<file path="src/rtl/pc_sequencer_pkg.sv">
// Shared types and constants for the PC sequencer and the pcnext block.
package pc_sequencer_pkg;

  // Decoder PC select; pcnext decodes the same encoding.
  typedef enum logic [1:0] {
    PC_INCREMENT = 2'b00,
    PC_BRANCH    = 2'b01,
    PC_JUMP      = 2'b10,
    PC_JR        = 2'b11
  } pc_sel_t;

  // Sequencer states, kept as plain constants for legacy tools.
  typedef logic [1:0] seq_state_t;
  localparam seq_state_t ST_RESET  = 2'd0;
  localparam seq_state_t ST_FETCH  = 2'd1;
  localparam seq_state_t ST_EXEC   = 2'd2;
  localparam seq_state_t ST_HALTED = 2'd3;

  localparam logic [31:0] DEFAULT_RESET_VECTOR = 32'hBFC0_0000;
  localparam logic [31:0] DEFAULT_HALT_ADDR    = 32'h0000_0000;

  // True when the retiring control-flow instruction redirects after its delay slot.
  function automatic logic is_taken(input pc_sel_t sel, input logic cond);
    logic taken;
    case (sel)
      PC_INCREMENT: taken = 1'b0;
      PC_BRANCH:    taken = cond;
      PC_JUMP:      taken = 1'b1;
      PC_JR:        taken = 1'b1;
      default:      taken = 1'b0;
    endcase
    return taken;
  endfunction

  // Instruction addresses must be word aligned.
  function automatic logic is_misaligned(input logic [31:0] addr);
    return (addr[1:0] != 2'b00);
  endfunction

endpackage

</file>
<file path="src/rtl/pc_sequencer_redirect_latch.sv">
// Holds the redirect target captured by a taken branch/jump until its delay slot retires.
module pc_redirect_latch
  import pc_sequencer_pkg::*;
(
  input  logic        clk,
  input  logic        reset,
  input  logic        consume,
  input  logic        load,
  input  logic        set_dslot,
  input  logic        clr_dslot,
  input  logic [31:0] load_target,
  output logic [31:0] pend_target,
  output logic        pend_valid,
  output logic        dslot
);

  logic [31:0] target_r;
  logic        valid_r;
  logic        dslot_r;

  // Consuming the pending redirect wins over any load in the same cycle.
  always_ff @(posedge clk) begin
    if (reset) begin
      target_r <= 32'h0000_0000;
      valid_r  <= 1'b0;
      dslot_r  <= 1'b0;
    end else if (consume) begin
      valid_r <= 1'b0;
      dslot_r <= 1'b0;
    end else begin
      if (set_dslot) begin
        dslot_r <= 1'b1;
      end else if (clr_dslot) begin
        dslot_r <= 1'b0;
      end else begin
        dslot_r <= dslot_r;
      end
      if (load) begin
        target_r <= load_target;
        valid_r  <= 1'b1;
      end else begin
        target_r <= target_r;
        valid_r  <= valid_r;
      end
    end
  end

  assign pend_target = target_r;
  assign pend_valid  = valid_r;
  assign dslot       = dslot_r;

endmodule

</file>
<file path="src/rtl/pc_sequencer.sv">
// Architectural PC owner: sequences FETCH/EXEC, applies delayed redirects, detects halt.
module pc_sequencer
  import pc_sequencer_pkg::*;
#(
  parameter logic [31:0] RESET_VECTOR = DEFAULT_RESET_VECTOR,
  parameter logic [31:0] HALT_ADDR    = DEFAULT_HALT_ADDR
) (
  input  logic        clk,
  input  logic        reset,
  input  logic        instr_waitrequest,
  input  logic        stall,
  input  logic [1:0]  pc_sel,
  input  logic        is_true,
  input  logic [31:0] pcnext_in,
  output logic        instr_read,
  output logic [31:0] instr_address,
  output logic [31:0] pc,
  output logic        instr_valid,
  output logic        delay_slot,
  output logic        active,
  output logic        err
);

  seq_state_t  state_r, state_nxt_s;
  logic [31:0] pc_r, pc_nxt_s;
  logic        err_r, err_nxt_s;
  logic        read_r, valid_r, active_r;
  logic        consume_s, load_s, set_dslot_s, clr_dslot_s;
  logic [31:0] pend_target_s;
  logic        pend_valid_s, dslot_s;
  logic [31:0] pc_inc_s;

  assign pc_inc_s = pc_r + 32'd4;

  // Next-state, next-PC and redirect-latch control; only an EXEC retire moves the PC.
  always_comb begin
    state_nxt_s = state_r;
    pc_nxt_s    = pc_r;
    err_nxt_s   = err_r;
    consume_s   = 1'b0;
    load_s      = 1'b0;
    set_dslot_s = 1'b0;
    clr_dslot_s = 1'b0;
    case (state_r)
      ST_RESET: begin
        state_nxt_s = ST_FETCH;
      end
      ST_FETCH: begin
        if (instr_waitrequest) begin
          state_nxt_s = ST_FETCH;
        end else begin
          state_nxt_s = ST_EXEC;
        end
      end
      ST_EXEC: begin
        if (stall) begin
          state_nxt_s = ST_EXEC;
        end else if (pend_valid_s) begin
          // Delay slot retiring: its own redirect request is ignored.
          consume_s = 1'b1;
          pc_nxt_s  = pend_target_s;
          if (pend_target_s == HALT_ADDR) begin
            state_nxt_s = ST_HALTED;
          end else if (is_misaligned(pend_target_s)) begin
            state_nxt_s = ST_HALTED;
            err_nxt_s   = 1'b1;
          end else begin
            state_nxt_s = ST_FETCH;
          end
        end else if (pc_sel_t'(pc_sel) != PC_INCREMENT) begin
          set_dslot_s = 1'b1;
          load_s      = is_taken(pc_sel_t'(pc_sel), is_true);
          pc_nxt_s    = pc_inc_s;
          state_nxt_s = ST_FETCH;
        end else begin
          clr_dslot_s = 1'b1;
          pc_nxt_s    = pc_inc_s;
          state_nxt_s = ST_FETCH;
        end
      end
      ST_HALTED: begin
        state_nxt_s = ST_HALTED;
      end
      default: begin
        state_nxt_s = ST_RESET;
      end
    endcase
  end

  // State, PC, sticky error and registered output decode of the next state.
  always_ff @(posedge clk) begin
    if (reset) begin
      state_r  <= ST_RESET;
      pc_r     <= RESET_VECTOR;
      err_r    <= 1'b0;
      read_r   <= 1'b0;
      valid_r  <= 1'b0;
      active_r <= 1'b0;
    end else begin
      state_r  <= state_nxt_s;
      pc_r     <= pc_nxt_s;
      err_r    <= err_nxt_s;
      read_r   <= (state_nxt_s == ST_FETCH);
      valid_r  <= (state_nxt_s == ST_EXEC);
      active_r <= (state_nxt_s == ST_FETCH) || (state_nxt_s == ST_EXEC);
    end
  end

  pc_redirect_latch u_redirect (
    .clk         (clk),
    .reset       (reset),
    .consume     (consume_s),
    .load        (load_s),
    .set_dslot   (set_dslot_s),
    .clr_dslot   (clr_dslot_s),
    .load_target (pcnext_in),
    .pend_target (pend_target_s),
    .pend_valid  (pend_valid_s),
    .dslot       (dslot_s)
  );

  assign instr_read    = read_r;
  assign instr_valid   = valid_r;
  assign active        = active_r;
  assign err           = err_r;
  assign pc            = pc_r;
  assign instr_address = pc_r;
  assign delay_slot    = dslot_s;

endmodule
</file>
<file path="config.mk">
export PLATFORM = sky130hd
export DESIGN_NAME = pc_sequencer
export DESIGN_NICKNAME = d
export VERILOG_FILES = /design/src/rtl/pc_sequencer_pkg.sv /design/src/rtl/pc_sequencer_redirect_latch.sv /design/src/rtl/pc_sequencer.sv
export SDC_FILE = /design/constraint.sdc
export NUM_CORES = 1
export LEC_CHECK = 0
export BUFFER_PORTS_ARGS = -buffer_cell sky130_fd_sc_hd__buf_2
export CORE_ASPECT_RATIO = 0.7
export CORE_UTILIZATION = 56
export CTS_CLUSTER_SIZE = 25
export DETAILED_ROUTE_END_ITERATION = 10
export PLACE_DENSITY = 0.86
export SETUP_SLACK_MARGIN = 0.02
export SLEW_MARGIN = 25
export SYNTH_ARGS = -nofsm -noshare
export SYNTH_HDL_FRONTEND = slang
export SYNTH_SLANG_ARGS = --single-unit
</file>
<file path="constraint.sdc">
create_clock -name clk -period 4.41 [get_ports clk]
set_clock_uncertainty 0.1 [all_clocks]
set_input_delay 0.441 -clock clk [delete_from_list [all_inputs] [get_ports clk]]
set_output_delay 0.441 -clock clk [all_outputs]
set_load 0.05 [all_outputs]
</file>
==> results of run 1 <==
flip-flops by register name, indices dropped and copies added, names as in the netlist:
signal and count:
u_redirect.pend_valid 1, instr_valid 1, u_redirect.dslot 1, err 1, active 1, instr_read 1
instr_address 32, state_r 2, u_redirect.pend_target 32
kinds of logic (layout without fill, tap and decap cells):
group	count (synthesis)	after routing	synth area share, %
adder cells (fa/ha/maj)	3	3	0.9955
flip-flops	72	72	38.22
XOR/XNOR	2	2	0.4646
multiplexers	12	12	3.218
buffers and inverters	74	136	10.95
AND/OR/NAND/NOR	221	221	29.66
AO/OA/AOI/OAI	104	104	16.49
routing by layer:
metal	wire (um)	track usage, %	up-vias
met1	4531	43.31	1707
met3	1360	11.17	20
met2	4317	41.61	236
met4	132	7.407	0
li1	-	-	1821
met5	0	0	-
layout by cell type (no fill, tap or decap), types with 10 or more instances in the layout:
cell type	count
nand2_1	81
a22oi_1	11
nor3_1	13
buf_2	107
nand4_1	18
o21ai_0	10
dfxtp_1	72
a21oi_1	54
nor2_1	30
nand3_1	16
mux2i_1	11
synthesized netlist by cell type (8+ instances only):
| cell type | instances |
|---|---|
| nor3_1 | 13 |
| nor4_1 | 9 |
| inv_1 | 9 |
| buf_4 | 32 |
| nand3b_1 | 8 |
| buf_2 | 12 |
| nand4_1 | 18 |
| nand3_1 | 16 |
| a22oi_1 | 11 |
| a21oi_1 | 54 |
| nand2_1 | 81 |
| o21ai_0 | 10 |
| dfxtp_1 | 72 |
| nor2_1 | 31 |
| and3_1 | 9 |
| mux2i_1 | 11 |
| clkbuf_1 | 20 |
power by group:
group	internal, mW	switching, mW	leakage [nW]
Combinational	0.0734	0.185	1.02
Clock	0.321	0.265	0.107
Sequential	0.674	0.0357	0.584
Total	1.07	0.486	1.71
worst max-delay path, cell delays in order, from the launching register on:
cell and delay [ns]:
dfxtp_1 0.37, nor3b_2 0.60, and2_1 0.84, mux2i_1 0.27, mux2i_1 0.09, or2_1 0.21
final cells by class:
class	count	area [um2]	area share, %
clock buffer	10	127.6	2.967
timing repair buffer	111	565.5	13.15
multi-input combinational	342	1926	44.76
inverter	9	33.78	0.7853
sequential	72	1441	33.51
tap	91	113.9	2.647
clock inverter	6	93.84	2.181
worst max path at each step:
stage	slack [ns]	end	cells after the start	start
floorplan	2.19	instr_address[22]	6	instr_address[2]
global placement	1.57	u_redirect.pend_target[26]	6	stall
detailed placement	1.68	u_redirect.pend_target[15]	5	stall
CTS	1.89	u_redirect.pend_target[12]	4	state_r[1]
global route	1.60	u_redirect.pend_target[4]	5	state_r[1]
finish	1.82	instr_address[28]	5	state_r[1]
through the flow:
| step | util [%] | cell area (um2) | total power [mW] | hold slack (ns) |
|---|---|---|---|---|
| final | 67.57 | 4302 | 1.554 | 0.2065 |
| after global routing | 67.57 | 4302 | 1.611 | 0.2075 |
| after CTS | 67.55 | 4300 | 1.551 | 0.2006 |
| after detailed placement | 64.07 | 4079 | 0.9797 | 0.3377 |
| after global placement | 63.99 | 4074 | 0.9732 | 0.3321 |
| after floorplan | - | 3771 | 0.9275 | 0.3438 |
==> metrics.md, run 1 <==
| Metric | Value |
|---|---|
| CTS tree | built |
| Routed wire length | slightly above 10,000 um |
| Min-Delay Path Depth | 3 |
| Layout fillers | roughly 570 |
| Tightest Pin Transition | between 0.9 and 1 ns |
| RSZ-0062 raised after global routing | no |
| Slew Limit Headroom | a little under two fifths |
| CP Data Arrival Time | 2.74 ns |
| CTS resizes | 0 |
| DRC errors left | 0 |
| Final setup violating endpoints | 0 |
| Die Y | about 71 um |
| Leak Pwr | 1.707 nW |
| Hold-fix buffers at CTS | 0 |
| Clock sinks | 72 |
| Post-route insts no fill | about 640 |
| Post-synthesis area per instance | about 7.7 um2 |
| Worst Path Required | ~4.6 ns |
| Post-Place Worst Slack | 1.682 ns |
| Synth area leader | dfxtp_1 |
| Die area | roughly 0.007 mm2 |
| PwrDens | 361.3 mW/mm2 |
| VDD IR max | approximately 0.00019 V |
| CP Max Fanout | 22 |
| Post-CTS Setup Repair Bufs | 0 |
| Yosys top cell area share | a little under two fifths |
| Final worst path period need | roughly 2.6 ns |
| CP Capture Type | flip-flop |
| Ys Warns | 0 |
| Total Routing Usage GR | slightly below 30% |
| 1st-iter DRT viols | about 450 |
| First-pass GRT wire length | 16,430 um |
| Layout area overhead | 14.07% |
| Class of the worst hold path | in -> reg |
| Core area | 0.006366 mm2 |
| Mapped Area | approximately 0.0038 mm2 |
| GRT overflow | 0 |
| Max-cap viol count | 0 |
| WL/cell | ~16 um |
| R2R Path End | instr_address[28] |
| Synth area leaders | dfxtp_1 38%, nand2_1 8.1%, a21oi_1 7.2%, buf_4 6.4%, nor2_1 3.1% |
| Top FF cell, synth | dfxtp_1 |
| Layout cells sized above 1 | about a quarter |
| Via count | around 3,800 |
| Antenna violations before repair | 0 |
| Number of global-route vias before repair | between 3,000 and 4,000 |
| Slew Viols, Final | 0 |
| Max Root-Sink Buffers | 2 |
| Row cnt | 24 |
| Die Span X | 100.1 um |
| Startpoint types | flip-flop |
| Reg-to-reg startpoint | state_r[1] |
| DRT Pass-1 Iters | 6 |
| H-tree depth | 3 |
| Root Buffer Master | clkbuf_8 |
| Largest net degree at the start of global routing | 57 |
| CTS Buf Count | 9 |
| Mapped Cells | just under 500 |
| IO Count | roughly 110 |
| Final Hold Viols | 0 |
| Clk slew on worst S/H paths | 0.08 ns |
| Worst-Skew Late Latency | approximately 0.36 ns |
| Hold path start | pcnext_in[16] |
| Hold-critical path endpoint | u_redirect.pend_target[16] |
| TNS Setup | 0 ns |
| Starting Density | about three fifths |
| Worst R2R Setup Slack | 1.82 ns |
| Status | finished, final reports clean |
| HPWL after DPL | ~7300 um |
| Fraction of registers with async set/reset | 0% |
| EDFF count, synth | 0 |
| Diode count | 0 |
| RePlAce Congestion | a little under 1 |
| Library cells used by synthesis | 46 |
| Crit Path Category | reg -> reg |
| FF-to-FF path depth | 5 |
| Sequential fraction of the synthesis area | 38.22% |
| Vias per cell | a little under 6 |
| Max Fclk | 385.5 MHz |
| Flops & latches, synth | between 70 and 80 |
| Placed cells | about 630 |
| Mapped Nets | between 500 and 600 |
| Slack of the critical path | 1.816 ns |
| Final Cycle Share | between 50% and 60% |
| Port bufs | 107 |
| # nets final | ~590 |
| Antenna viol nets, final | 0 |
No activity file was read; power rests on OpenSTA's default activity.
==> run 2, diff against run 1 <==
- ABC_AREA: unset -> 1
- CORE_UTILIZATION: 56 -> 48
- PLACE_DENSITY: 0.86 -> 0.78
- clock period: 4.41 -> 2.37 ns (I/O delays scaled with it)
==> metrics.md, run 2 <==
| Metric | Value |
|---|---|
| Status | finished, final reports clean |
| CTS resizes | 0 |
| H-tree depth | 3 |
| Via count | ~4,000 |
| Mapped Nets | 623 |
| Slew Limit Headroom | around three fifths |
| Startpoint types | flip-flop |
| Storage element area | ~0.0014 mm2 |
| Routed wire length | approximately 11,000 um |
| Number of global-route vias before repair | 3,422 |
| Core area | a little under 0.008 mm2 |
| Tightest Pin Transition | approximately 0.60 ns |
| Library cells used by synthesis | 32 |
| First-pass GRT wire length | around 17,000 um |
| Crit path launch | state_r[1] |
| Mapped Cells | about 580 |
| Layout fillers | 731 |
| Fraction of registers with async set/reset | 0% |
| CP Data Arrival Time | about 2.1 ns |
| Final Cycle Share | 82.25% |
| Sw Share | a little over a quarter |
| Hold path start | pcnext_in[21] |
| Slew Viols, Final | 0 |
| Ys Warns | 0 |
| DRC errors left | 0 |
| Flops & latches, synth | between 70 and 80 |
| GRT overflow | 0 |
| Synth area leaders | dfxtp_1 36%, nand2_1 12%, inv_1 7.9%, a21oi_1 7.6%, o21ai_0 7.0% |
| Gate power share | a little under an eighth |
| Sequential power share | 43.1% |
| Hold-critical path endpoint | u_redirect.pend_target[21] |
| Final Hold Viols | 0 |
| Max Root-Sink Buffers | 2 |
| Clk slew on worst S/H paths | ~0.060 ns |
| FF-to-FF path depth | 6 |
| Final total power | 2.955 mW |
| TNS Setup | 0 ns |
| Layout area overhead | 16.03% |
| Internal cell power | 2.161 mW |
| Starting Density | between 40 and 50% |
| Row cnt | 27 |
| Commonest non-fill, non-tap cell in the layout | nand2_1 |
| Worst Path Required | roughly 2.5 ns |
| CTS tree | built |
| VDD IR max | around 0.00036 V |
| Root Buffer Master | clkbuf_16 |
| 1st-iter DRT viols | 446 |
| Most frequent cell after synthesis | nand2_1 |
| Final worst path period need | 1.949 ns |
| RePlAce Congestion | approximately 0.95 |
| Layout cells sized above 1 | a little over a fifth |
| PwrDens | roughly 640 mW/mm2 |
| Die area | around 0.0086 mm2 |
| IO Count | around 110 |
| Antenna viol nets, final | 0 |
| # nets final | about 700 |
| Total Routing Usage GR | 25.27% |
| Clock sinks | 72 |
| R2R Path End | instr_address[27] |
| Util after Layout | 57.83% |
| Reg-to-reg startpoint | state_r[1] |
| Worst R2R Setup Slack | between 0.4 and 0.5 ns |
| Multi-input gate area | 0.001804 mm2 |
| Sequential fraction of the synthesis area | about 36% |
| Vias per cell | roughly 5.2 |
| HPWL after DPL | 8054 um |
| Net Sw Power | around 0.79 mW |
| Synth area leader | dfxtp_1 |
| Port bufs | approximately 110 |
| Max-cap viol count | 0 |
| Antenna violations before repair | 0 |
| Max Fclk | just over 500 MHz |
| Die Y | a little under 80 um |
| RSZ-0062 raised after global routing | no |
| CTS Buf Count | 9 |
| Top FF cell, synth | dfxtp_1 |
| Min-Delay Path Depth | 3 |
| Post-CTS Setup Repair Bufs | 0 |
| Commonest non-fill, non-tap cells in the layout | 124 x nand2_1, 107 x buf_2, 83 x inv_1 |
| Die Span X | ~110 um |
| Leak Pwr | 2.072 nW |
| Diode count | 0 |
| Worst-Skew Late Latency | between 0.3 and 0.4 ns |
| Yosys top cell area share | between 30% and 40% |
| Post-synthesis area per instance | just under 7 um2 |
| Final setup violating endpoints | 0 |
| Clock network fraction of total power | a little under half |
| Largest net degree at the start of global routing | 45 |
| Hold-fix buffers at CTS | 0 |
| CP Max Fanout | 20 |
| EDFF count, synth | 0 |
| Mapped Area | approximately 0.004 mm2 |
| Class of the worst hold path | in -> reg |
| DRT Pass-1 Iters | 6 |
| WL/cell | between 10 and 15 um |
| Crit Path Category | reg -> reg |
| CP Capture Type | flip-flop |
| Most frequent cells after synthesis | 124 x nand2_1, 83 x inv_1, 72 x dfxtp_1 |
==> run 2: cell types whose count changed after synthesis, sizes merged, moves of 10 or more <==
cell and change:
nor4 -10, nand2 +45, nor2 +21, o21ai +48, clkbuf -10, mux2i -11, a22oi -11, inv +74
==> run 2: worst max-delay path by stage <==
stage,endpoint,slack (ns),depth (start not counted)
2_1_floorplan,instr_address[22],0.38,8
4_1_cts,u_redirect.pend_target[16],0.46,8
6_report,instr_address[27],0.42,6
3_3_place_gp,u_redirect.pend_target[9],0.53,7
3_5_place_dp,u_redirect.pend_target[16],0.49,8
5_1_grt,u_redirect.pend_target[16],0.32,8
==> run 2: layer usage <==
| metal | vias to the layer above | GRT usage [%] | wire [um] |
|---|---|---|---|
| met5 | - | 0 | 0 |
| met2 | 189 | 37.70 | 4459 |
| met1 | 1773 | 35.95 | 5080 |
| met3 | 15 | 6.484 | 1082 |
| met4 | 0 | 6.667 | 133 |
| li1 | 1965 | - | - |
==> run 2: layout make-up <==
type / instances / area share, %
multi-input combinational: 370 / 39.30
sequential: 72 / 31.40
timing repair buffer: 114 / 13.25
inverter: 84 / 6.868
clock buffer: 9 / 4.906
tap: 101 / 2.753
clock inverter: 6 / 1.526
==> run 2: power groups by stage <==
stage | sequential, mW | clock, mW | combinational (mW)
floorplan | 1.34 | 0 | 0.193
CTS | 1.27 | 1.36 | 0.333
global placement | 1.30 | 0 | 0.319
finish | 1.27 | 1.35 | 0.335
global route | 1.28 | 1.42 | 0.368
detailed placement | 1.30 | 0 | 0.330
==> run 2: through the flow <==
stage	instance area (um2)	setup WS, ns	hold WS, ns	instances
finish	4591	0.4206	0.07478	756
floorplan	3956	0.3792	0.3100	581
CTS	4591	0.4593	0.07276	756
global route	4591	0.3188	0.08745	756
detailed placement	4295	0.4878	0.3489	741
global placement	4268	0.5326	0.3530	740
==> run 2: cells by family (layout without fill, tap and decap cells) <==
group                      Yosys count  in the layout  synth area share, %
buffers and inverters              139            213                18.15
DFF                                 72             72                36.43
xor gates and xnor gates            11             11                2.435
AOI/OAI and AO/OA                  136            136                18.37
and+or+nand+nor                    220            220                23.66
adders and majority gates            3              3               0.9489
==> run 2: critical path, stage by stage, from the launching register on <==
cell and delay (ns):
dfxtp_1 0.32, inv_1 0.10, nor3_4 0.08, nand2_4 0.23
clkinv_1 0.56, a21oi_1 0.38, nand2_1 0.08
==> run 3, diff against run 2 <==
- clock period: 2.37 -> 1.65 ns (I/O delays scaled with it)
==> metrics.md, run 3 (synthesis gave the netlist of run 2 again) <==
| Metric | Value |
|---|---|
| Status | finished with violations |
| Violated checks | hold timing, setup timing |
| Routed wire length | between 10,000 and 15,000 um |
| Vias per cell | between 5 and 6 |
| Total Routing Usage GR | around 28% |
| RePlAce Congestion | roughly 0.94 |
| Die area | ~0.0086 mm2 |
| First-pass GRT wire length | 18,610 um |
| HPWL after DPL | between 8000 and 9000 um |
| Diode count | 0 |
| Antenna viol nets, final | 0 |
| Final setup violating endpoints | 23 |
| CP Cell Sequence | inv_2 -> nor3_4 -> nand2_4 -> nor2_4 -> buf_12 -> o21ai_4 -> buf_6 -> o21ai_1 -> a21oi_1 |
| PwrDens | between 700 and 800 mW/mm2 |
| Worst Path Required | roughly 1.8 ns |
| # nets final | ~750 |
| Stages on worst setup path | 9 |
| Slew Viols, Final | 0 |
| Worst-Skew Late Latency | roughly 0.34 ns |
| TNS Setup | -0.4702 ns |
| Port bufs | approximately 110 |
| Met2 WL | 5401 um |
| Crit Path Category | reg -> reg |
| CP max stage cell | dfxtp_2 |
| DRT Pass-1 Iters | 4 |
| IO Count | 108 |
| Number of global-route vias before repair | ~3,700 |
| Slowest stage delay, CP | between 0.3 and 0.4 ns |
| FF-to-FF path depth | 9 |
| Min-Delay Path Depth | 3 |
| Startpoint types | flip-flop |
| CP Max Fanout | 8 |
| GRT overflow | 0 |
| Starting Density | about half |
| DR WL met3 | 1234 um |
| Largest net degree at the start of global routing | 35 |
| Tightest Pin Transition | about 0.62 ns |
| Leak Pwr | 2.323 nW |
| Final total power | 4.199 mW |
| Row cnt | 27 |
| Commonest non-fill, non-tap cell in the layout | nand2_1 |
| Max Fclk | approximately 580 MHz |
| Buffers & Inverters on Critical Path | 3 |
| Max-cap viol count | 0 |
| H-tree depth | 3 |
| Commonest non-fill, non-tap cells in the layout | 114 x nand2_1, 107 x buf_2, 74 x inv_1 |
| CP Data Arrival Time | between 1.5 and 2 ns |
| CTS tree | built |
| RSZ-0062 raised after global routing | yes |
| Antenna violations before repair | 0 |
| Class of the worst hold path | in -> reg |
| Layout area overhead | 33.62% |
| Final Cycle Share | 103.7% |
| VDD IR max | between 0.0006 and 0.0007 V |
| Core area | slightly below 0.008 mm2 |
| WL/cell | between 15 and 20 um |
| DRC errors left | 0 |
| CP Capture Type | flip-flop |
| Root Buffer Master | clkbuf_16 |
| DR top layer | met4 |
| Slack of the critical path | -0.06030 ns |
| 1st-iter DRT viols | 341 |
| Top delay family on crit path | simple AND/OR/NAND/NOR gates |
| Slew Limit Headroom | around three fifths |
| CTS Buf Count | 9 |
| Layout cells sized above 1 | about two fifths |
| Hold Worst Slack | -0.01317 ns |
| Final worst path period need | 1.710 ns |
| Die Span X | about 110 um |
| Clock sinks | just over 70 |
| Metal-1 WL | 5618 um |
| Max Root-Sink Buffers | 2 |
| Util after Layout | between 60 and 70% |
| Final Hold Viols | 6 |
| Die Y | just under 80 um |
| Via count | between 4,000 and 5,000 |
| Clk slew on worst S/H paths | 0.06 ns |
-- run 3: cell count changes in the layout (fill, tap and decap cells not counted), sizes merged --
cell / previous run / this run
o21ai: 58 / 62
dlygate4sd3: 0 / 1
clkinvlp: 3 / 5
inv: 84 / 81
buf: 114 / 161
clkbuf: 9 / 12
clkinv: 2 / 3
bufinv: 1 / 0
-- run 3: path summary, 6_finish.rpt --
| kind | start | endpoint | slack, ns |
|---|---|---|---|
| hold / removal | pcnext_in[8] | u_redirect.pend_target[8] | -0.01 |
| setup / recovery | state_r[1] | u_redirect.pend_target[14] | -0.06 |
| setup reg to reg | state_r[1] | u_redirect.pend_target[14] | -0.06 |
| hold reg to reg | u_redirect.pend_target[10] | u_redirect.pend_target[10] | 0.36 |
-- run 3: what timing repair did --
action / CTS / global route
buffers inserted: 3 / 17
setup endpoints to repair: 40 / 62
hold buffers: 0 / 1
pin swaps: 0 / 17
endpoints found under the hold margin: 0 / 1
gates resized for setup: 12 / 91
cloned: 3 / 3
-- run 3: power by group --
group / switching [mW] / total, mW / internal (mW) / leakage (nW)
clock: 0.757 / 1.77 / 1.01 / 0.126
sequential: 0.0404 / 1.83 / 1.79 / 0.594
combinational: 0.389 / 0.597 / 0.208 / 1.60
-- run 3: tightest hold or removal path, cell delays in order --
cell	delay [ns]
buf_2	0.08
o21ai_2	0.06
a21oi_2	0.09
-- run 3: final cells by class --
type	count	area, um2
well taps	101	126.4
clock buffers	11	232.7
multi-input cells	374	2031
inverters	84	326.6
fillers	667	2653
flip-flops and latches	72	1476
clock inverters	5	33.78
repair buffers	163	1060
-- run 3: through the flow --
step	instance area (um2)	worst slack (ns)	cells
finish	5286	-0.06030	810
global route	5286	-0.1229	810
CTS	4915	0.01871	789
detailed placement	4543	-0.1207	767
global placement	4543	-0.04006	767
floorplan	4004	0.03119	581
-- run 3: per-layer routing --
metal,vias up,global-route usage (%)
met5,-,0
met4,0,7.333
met3,17,7.578
met2,214,41.12
met1,1953,39.85
li1,2077,-
